## src/rtl/oled_box_animator_pkg.sv

```systemverilog
// Shared colour constants, motion encoding and box palette for the OLED box animator.
package oled_pkg;

  localparam logic [15:0] BLACK = 16'h0000;
  localparam logic [15:0] RED   = 16'hF800;
  localparam logic [15:0] GREEN = 16'h07E0;
  localparam logic [15:0] BLUE  = 16'h001F;
  localparam logic [15:0] WHITE = 16'hFFFF;
  localparam logic [15:0] CYAN  = 16'h07FF;

  typedef enum logic [1:0] {
    IDLE  = 2'd0,
    LEFT  = 2'd1,
    RIGHT = 2'd2
  } motion_e;

  localparam logic [15:0] PALETTE [4] = '{RED, GREEN, BLUE, WHITE};

endpackage

```

## src/rtl/oled_box_animator_btn_debounce.sv

```systemverilog
// Button conditioner: 2-FF synchroniser, stable-level debounce and a one-cycle press pulse.
module btn_debounce #(
  parameter int DEBOUNCE_CYCLES = 12500
) (
  input  logic clk,
  input  logic reset_n,
  input  logic raw,
  output logic level,
  output logic press
);

  localparam int CNT_W = $clog2(DEBOUNCE_CYCLES + 1);

  logic             sync_p0;
  logic             sync_p1;
  logic [CNT_W-1:0] cnt;

  always_ff @(posedge clk) begin
    if (!reset_n) begin
      sync_p0 <= 1'b0;
      sync_p1 <= 1'b0;
      cnt     <= '0;
      level   <= 1'b0;
      press   <= 1'b0;
    end else begin
      sync_p0 <= raw;
      sync_p1 <= sync_p0;
      press   <= 1'b0;
      // Count only while the synchronised input disagrees with the accepted level.
      if (sync_p1 == level) begin
        cnt <= '0;
      end else if (cnt == CNT_W'(DEBOUNCE_CYCLES - 1)) begin
        cnt   <= '0;
        level <= sync_p1;
        press <= sync_p1;
      end else begin
        cnt <= cnt + 1'b1;
      end
    end
  end

endmodule

```

## src/rtl/oled_box_animator.sv

```systemverilog
// Animated square on an RGB565 OLED: button-driven horizontal motion, frame-synchronous moves,
// colour cycling and a 1-cycle registered pixel path. Define OLED_BORDER_EN for a cyan frame border.
module oled_box_animator
  import oled_pkg::*;
#(
  parameter int WIDTH           = 96,
  parameter int HEIGHT          = 64,
  parameter int BOX_SIZE        = 10,
  parameter int STEP            = 4,
  parameter int DEBOUNCE_CYCLES = 12500,
  parameter int IDX_W           = 13
) (
  input  logic             clk,
  input  logic             reset_n,
  input  logic             btn_left,
  input  logic             btn_right,
  input  logic             btn_centre,
  input  logic             frame_begin,
  input  logic [IDX_W-1:0] pixel_index,
  output logic [15:0]      pixel_data,
  output logic [6:0]       box_x,
  output logic [1:0]       motion
);

  localparam int X_HOME = (WIDTH - BOX_SIZE) / 2;
  localparam int Y_TOP  = (HEIGHT - BOX_SIZE) / 2;
`ifdef OLED_BORDER_EN
  localparam int X_LO = 1;
  localparam int X_HI = WIDTH - 1 - BOX_SIZE;
`else
  localparam int X_LO = 0;
  localparam int X_HI = WIDTH - BOX_SIZE;
`endif

  logic left_level, right_level, centre_level;
  logic left_press, right_press, centre_press;

  btn_debounce #(.DEBOUNCE_CYCLES(DEBOUNCE_CYCLES)) u_db_left (
    .clk(clk), .reset_n(reset_n), .raw(btn_left), .level(left_level), .press(left_press));
  btn_debounce #(.DEBOUNCE_CYCLES(DEBOUNCE_CYCLES)) u_db_right (
    .clk(clk), .reset_n(reset_n), .raw(btn_right), .level(right_level), .press(right_press));
  btn_debounce #(.DEBOUNCE_CYCLES(DEBOUNCE_CYCLES)) u_db_centre (
    .clk(clk), .reset_n(reset_n), .raw(btn_centre), .level(centre_level), .press(centre_press));

  motion_e    state_q, state_mid, state_d;
  logic [6:0] box_q, box_d;
  logic [7:0] box_w;
  logic [1:0] colour_q;

  // Presses resolve first; a coincident frame_begin then moves using the resolved state.
  always_comb begin
    state_mid = state_q;
    if (left_press && !right_press) begin
      state_mid = (state_q == LEFT) ? IDLE : LEFT;
    end else if (right_press && !left_press) begin
      state_mid = (state_q == RIGHT) ? IDLE : RIGHT;
    end
    state_d = state_mid;
    box_d   = box_q;
    box_w   = {1'b0, box_q};
    if (frame_begin) begin
      case (state_mid)
        LEFT: begin
          if (box_w >= 8'(X_LO + STEP)) begin
            box_d = 7'(box_w - 8'(STEP));
          end else begin
            box_d   = 7'(X_LO);
            state_d = IDLE;
          end
        end
        RIGHT: begin
          if (box_w + 8'(STEP) <= 8'(X_HI)) begin
            box_d = 7'(box_w + 8'(STEP));
          end else begin
            box_d   = 7'(X_HI);
            state_d = IDLE;
          end
        end
        default: ;
      endcase
    end
  end

  always_ff @(posedge clk) begin
    if (!reset_n) begin
      state_q  <= IDLE;
      box_q    <= 7'(X_HOME);
      colour_q <= 2'd0;
    end else begin
      state_q <= state_d;
      box_q   <= box_d;
      if (centre_press) colour_q <= colour_q + 2'd1;
    end
  end

  logic [IDX_W-1:0] prev_idx_q, prev_x_q, prev_y_q;
  logic [IDX_W-1:0] x_c, y_c;
  logic             seq;
  logic             in_box;
  logic [15:0]      pix_d;

  // Index 0 always takes the division path so a wrap from the last index cannot desynchronise.
  assign seq = (pixel_index == prev_idx_q + IDX_W'(1)) && (pixel_index != '0);

  always_comb begin
    x_c = pixel_index % IDX_W'(WIDTH);
    y_c = pixel_index / IDX_W'(WIDTH);
    if (seq) begin
      if (prev_x_q == IDX_W'(WIDTH - 1)) begin
        x_c = '0;
        y_c = prev_y_q + IDX_W'(1);
      end else begin
        x_c = prev_x_q + IDX_W'(1);
        y_c = prev_y_q;
      end
    end
  end

  always_comb begin
    in_box = (x_c >= IDX_W'(box_q)) && (x_c < IDX_W'(box_q) + IDX_W'(BOX_SIZE)) &&
             (y_c >= IDX_W'(Y_TOP)) && (y_c < IDX_W'(Y_TOP + BOX_SIZE));
    pix_d  = BLACK;
    if (pixel_index >= IDX_W'(WIDTH * HEIGHT)) begin
      pix_d = BLACK;
`ifdef OLED_BORDER_EN
    end else if ((x_c == '0) || (x_c == IDX_W'(WIDTH - 1)) ||
                 (y_c == '0) || (y_c == IDX_W'(HEIGHT - 1))) begin
      pix_d = CYAN;
`endif
    end else if (in_box) begin
      pix_d = PALETTE[colour_q];
    end
  end

  always_ff @(posedge clk) begin
    if (!reset_n) begin
      prev_idx_q <= '0;
      prev_x_q   <= '0;
      prev_y_q   <= '0;
      pixel_data <= BLACK;
    end else begin
      prev_idx_q <= pixel_index;
      prev_x_q   <= x_c;
      prev_y_q   <= y_c;
      pixel_data <= pix_d;
    end
  end

  assign box_x  = box_q;
  assign motion = state_q;

endmodule
```

## config.mk

```make
export PLATFORM = sky130hd
export DESIGN_NAME = oled_box_animator
export DESIGN_NICKNAME = d
export VERILOG_FILES = /design/src/rtl/oled_box_animator_pkg.sv /design/src/rtl/oled_box_animator_btn_debounce.sv /design/src/rtl/oled_box_animator.sv
export SDC_FILE = /design/constraint.sdc
export NUM_CORES = 1
export LEC_CHECK = 0
export CORE_ASPECT_RATIO = 0.8
export CORE_MARGIN = 2
export CORE_UTILIZATION = 40
export CTS_CLUSTER_DIAMETER = 150
export DETAILED_ROUTE_END_ITERATION = 16
export PLACE_DENSITY_LB_ADDON = 0.1
export SYNTH_ARGS = -nofsm -noshare
export SYNTH_HDL_FRONTEND = slang
export SYNTH_SLANG_ARGS = --single-unit
export TNS_END_PERCENT = 1
```

## constraint.sdc

```tcl
create_clock -name clk -period 4.5 [get_ports clk]
set_input_delay 0.675 -clock clk [delete_from_list [all_inputs] [get_ports clk]]
set_output_delay 0.675 -clock clk [all_outputs]
set_load 0.01 [all_outputs]
```

==> results of run 1 <==
==> path summary, 6_finish.rpt <==
| check | startpoint | end |
|---|---|---|
| max | pixel_index[10] | pixel_data[4] |
| min | u_db_right.sync_p0 | u_db_right.sync_p1 |
| max reg2reg | prev_idx_q[0] | pixel_data[4] |
| min reg2reg | u_db_right.sync_p0 | u_db_right.sync_p1 |
==> report_power, final <==
part	switching, W	internal, W
combinational	0.000136	0.000129
clock	0.000378	0.000456
sequential	0.0000266	0.000967
==> logic make-up after synthesis <==
group,count (synthesis),share of synthesized area (%)
flops,107,33.5
simple gates,356,28.2
buf+inv,77,5.72
compound gates,118,12.8
mux,13,2.08
fa+ha+maj,28,5.48
xor+xnor,89,12.2
==> worst max-delay path, stage by stage <==
cell,delay (ns)
clkdlybuf4s50_1,0.51
or2b_1,0.27
mux2_2,0.16
o32ai_1,0.09
or4_4,0.60
a21o_1,0.23
a2111oi_4,0.38
buf_4,0.18
nor4_1,0.05
mux2i_1,0.20
nand2_1,0.12
ha_1,0.31
o211ai_1,0.09
a21oi_1,0.07
nor3_1,0.15
o21ai_0,0.13
buf_4,0.16
nor3_1,0.17
==> timing repair <==
action                     in CTS  in global routing
setup endpoints to repair       0                  3
hold endpoints to repair        0                  0
resized for setup               0                 10
==> area by class of cell <==
| type | instances | area, sq um |
|---|---|---|
| Fill cell | 1560 | 8210 |
| Clock inverter | 5 | 68.8 |
| Clock buffer | 11 | 243 |
| Timing Repair Buffer | 81 | 718 |
| Inverter | 32 | 120 |
| Multi-Input combinational cell | 604 | 3930 |
| Tap cell | 215 | 269 |
| Sequential cell | 107 | 2140 |
==> sequential cells by signal, summed over array words and instances, names as in the netlist, 2 cells and up <==
signal,cells
prev_y_q,13
u_db_right.cnt,14
u_db_centre.cnt,14
box_x,7
u_db_left.cnt,14
prev_idx_q,13
colour_q,2
motion,2
pixel_data,3
prev_x_q,13
==> routing by layer <==
layer	routed length, microns	share of wire [%]	vias to the layer above	GRT usage, %
li1	-	-	2841	-
met5	0	0	-	0
met1	7820	51	2610	25.6
met3	750	4.9	12	4.42
met2	6570	43	114	27.9
met4	133	0.87	0	3.73
==> stage by stage <==
step | std cells | total power, W
6_report | 1055 | 0.00209
5_1_grt | 1055 | 0.00218
4_1_cts | 1055 | 0.00211
3_5_place_dp | 1039 | 0.00127
3_3_place_gp | 1039 | 0.00126
2_1_floorplan | 788 | 0.00117
==> cells in the mapped netlist, types with 3 or more instances <==
library cell / count
nor4_1: 12
nor3_1: 22
o22ai_1: 3
nor2_1: 108
clkbuf_1: 21
or2b_1: 3
and3_1: 14
xnor2_1: 50
mux2i_1: 11
nand2_1: 64
buf_4: 14
dfxtp_1: 107
xor2_1: 39
a31oi_1: 8
buf_2: 6
nor4b_1: 5
and2_1: 24
o2111ai_1: 3
a211oi_1: 9
a221oi_1: 3
o21ai_0: 26
inv_1: 29
ha_1: 28
and4_1: 8
nor2b_1: 7
nand3_1: 37
nand2b_1: 8
or3_1: 8
nand4_1: 14
a21oi_1: 24
o31ai_1: 4
clkinv_1: 3
nand4b_1: 8
o211ai_1: 8
a21o_1: 4
nor3b_1: 3
==> impl_metrics.ini, run 1 <==
[layout]
drive_gt1_share_pct = 8.57
antenna_cells = 0
fin_nets = 882
layout_commonest_cell = nor2_1
area_growth_pct = 17.2
layout_common_cells = 108 x nor2_1, 107 x dfxtp_1, 64 x nand2_1
final_util_pct = 47.7
design_area_sq_um = 7490

[synth]
yosysTopAreaCell = dfxtp_1
synth_seq_area_share_pct = 33.5
synth_top_area_share_pct = 33.5
synthTopCellsByArea = dfxtp_1 34%, xnor2_1 6.9%, nor2_1 6.3%
netlist_area_sq_um = 6390
synth-main-ff-cell = dfxtp_1
synthArstFlopShare_pct = 0
ys_ff_latch = 107
synth_edf_count = 0
syn-num-nets = 835
synth_cell_types = 68
synthCells = 788
yosysWarnings = 0
synth.avg_cell_area_sq_um = 8.11

[placement]
numPortBuffers = 43
dp_hpwl_microns = 11400
place.gp.congestion = 0.834
placed_area_sq_um = 7130
dp_slack_ns = -0.228

[power_and_ir_drop]
p_leak_nw = 2.79
p_per_area_nw_per_um2 = 280
ir_drop_v = 0.000189

[worst_setup_path]
crit_arrival_ns = 4.56
r2r_setup_slack_ns = 0.51
worstPathMaxFanout = 7
reg2reg_depth = 20
crit_required_ns = 4.77
end_kind = register
start_kind = input pin
critPathKind = input pin to register

[die]
ios = 44
fp.dieW_microns = 145
die_h_microns = 117
core_area_sq_um = 15700
die_area_sq_um = 17000
rows = 41
initial_core_util_pct = 40.7

[clock_network]
clkLatencyLatePin_ns = 0.36
cts_made_buffers = 9
cts_sinks = 107
hold_buffers = 0
clk_pin_slew_ns = 0.07
cts.path.max_buffers = 2
post-cts-setup-buffer-count = 0
cts_tree = built
cts_root_buf = clkbuf_16
cts_htree_levels = 3

[timing]
fin_crit_ns = 4.29
clock.fmax_ghz = 0.233
period_share_pct = 95.4
tightest_slew_ns = 0.868
finalSetupViolCount = 0
hold_slack_ns = 0.440
fin_ws_ns = 0.206
drv_slew = 0
fin_worst_skew_ns = 0.0111
maxSlewHeadroom_pct = 42.1
rsz0062_at_grt = false
setup_tns_ns = 0
hold_viol = 0

[detailed_routing]
post_drt_wl_per_cell_microns = 14.5
postRouteAntennaNets = 0
viasPerCell = 5.29
wirelength_microns = 15300
first_pass_iters = 5
drc = 0
drt_iter0_markers = 313
via_count = 5577

[outcome]
status = finished clean

[grt]
antenna_found_initial = 0
track_usage_pct = 18.0
grt_max_degree = 35
grt-ovfl-total = 0
grt_pass1_vias = 5054
grt_pass1_wl_microns = 25100

[min_path]
hp-class = register to register
min_path_cells = 1

[job]
cap_violations = 0
Note: power is estimated with default switching activity, not from simulation.
==> inputs of run 2 (changes only) <==
--- a/config.mk
+++ b/config.mk
@@ -8,7 +8,6 @@
 export CORE_ASPECT_RATIO = 0.8
 export CORE_MARGIN = 2
 export CORE_UTILIZATION = 40
-export CTS_CLUSTER_DIAMETER = 150
 export DETAILED_ROUTE_END_ITERATION = 16
 export PLACE_DENSITY_LB_ADDON = 0.1
 export SYNTH_ARGS = -nofsm -noshare
==> results of run 2 <==
Final layout, timing and power as in run 1 (identical DEF).
==> inputs of run 3 (changes only) <==
--- a/config.mk
+++ b/config.mk
@@ -5,9 +5,11 @@
 export SDC_FILE = /design/constraint.sdc
 export NUM_CORES = 1
 export LEC_CHECK = 0
+export ABC_CLOCK_PERIOD_IN_PS = 4500
 export CORE_ASPECT_RATIO = 0.8
 export CORE_MARGIN = 2
 export CORE_UTILIZATION = 40
+export CTS_CLUSTER_DIAMETER = 120
 export DETAILED_ROUTE_END_ITERATION = 16
 export PLACE_DENSITY_LB_ADDON = 0.1
 export SYNTH_ARGS = -nofsm -noshare
==> results of run 3 <==
Final layout, timing and power as in run 1 (identical DEF).
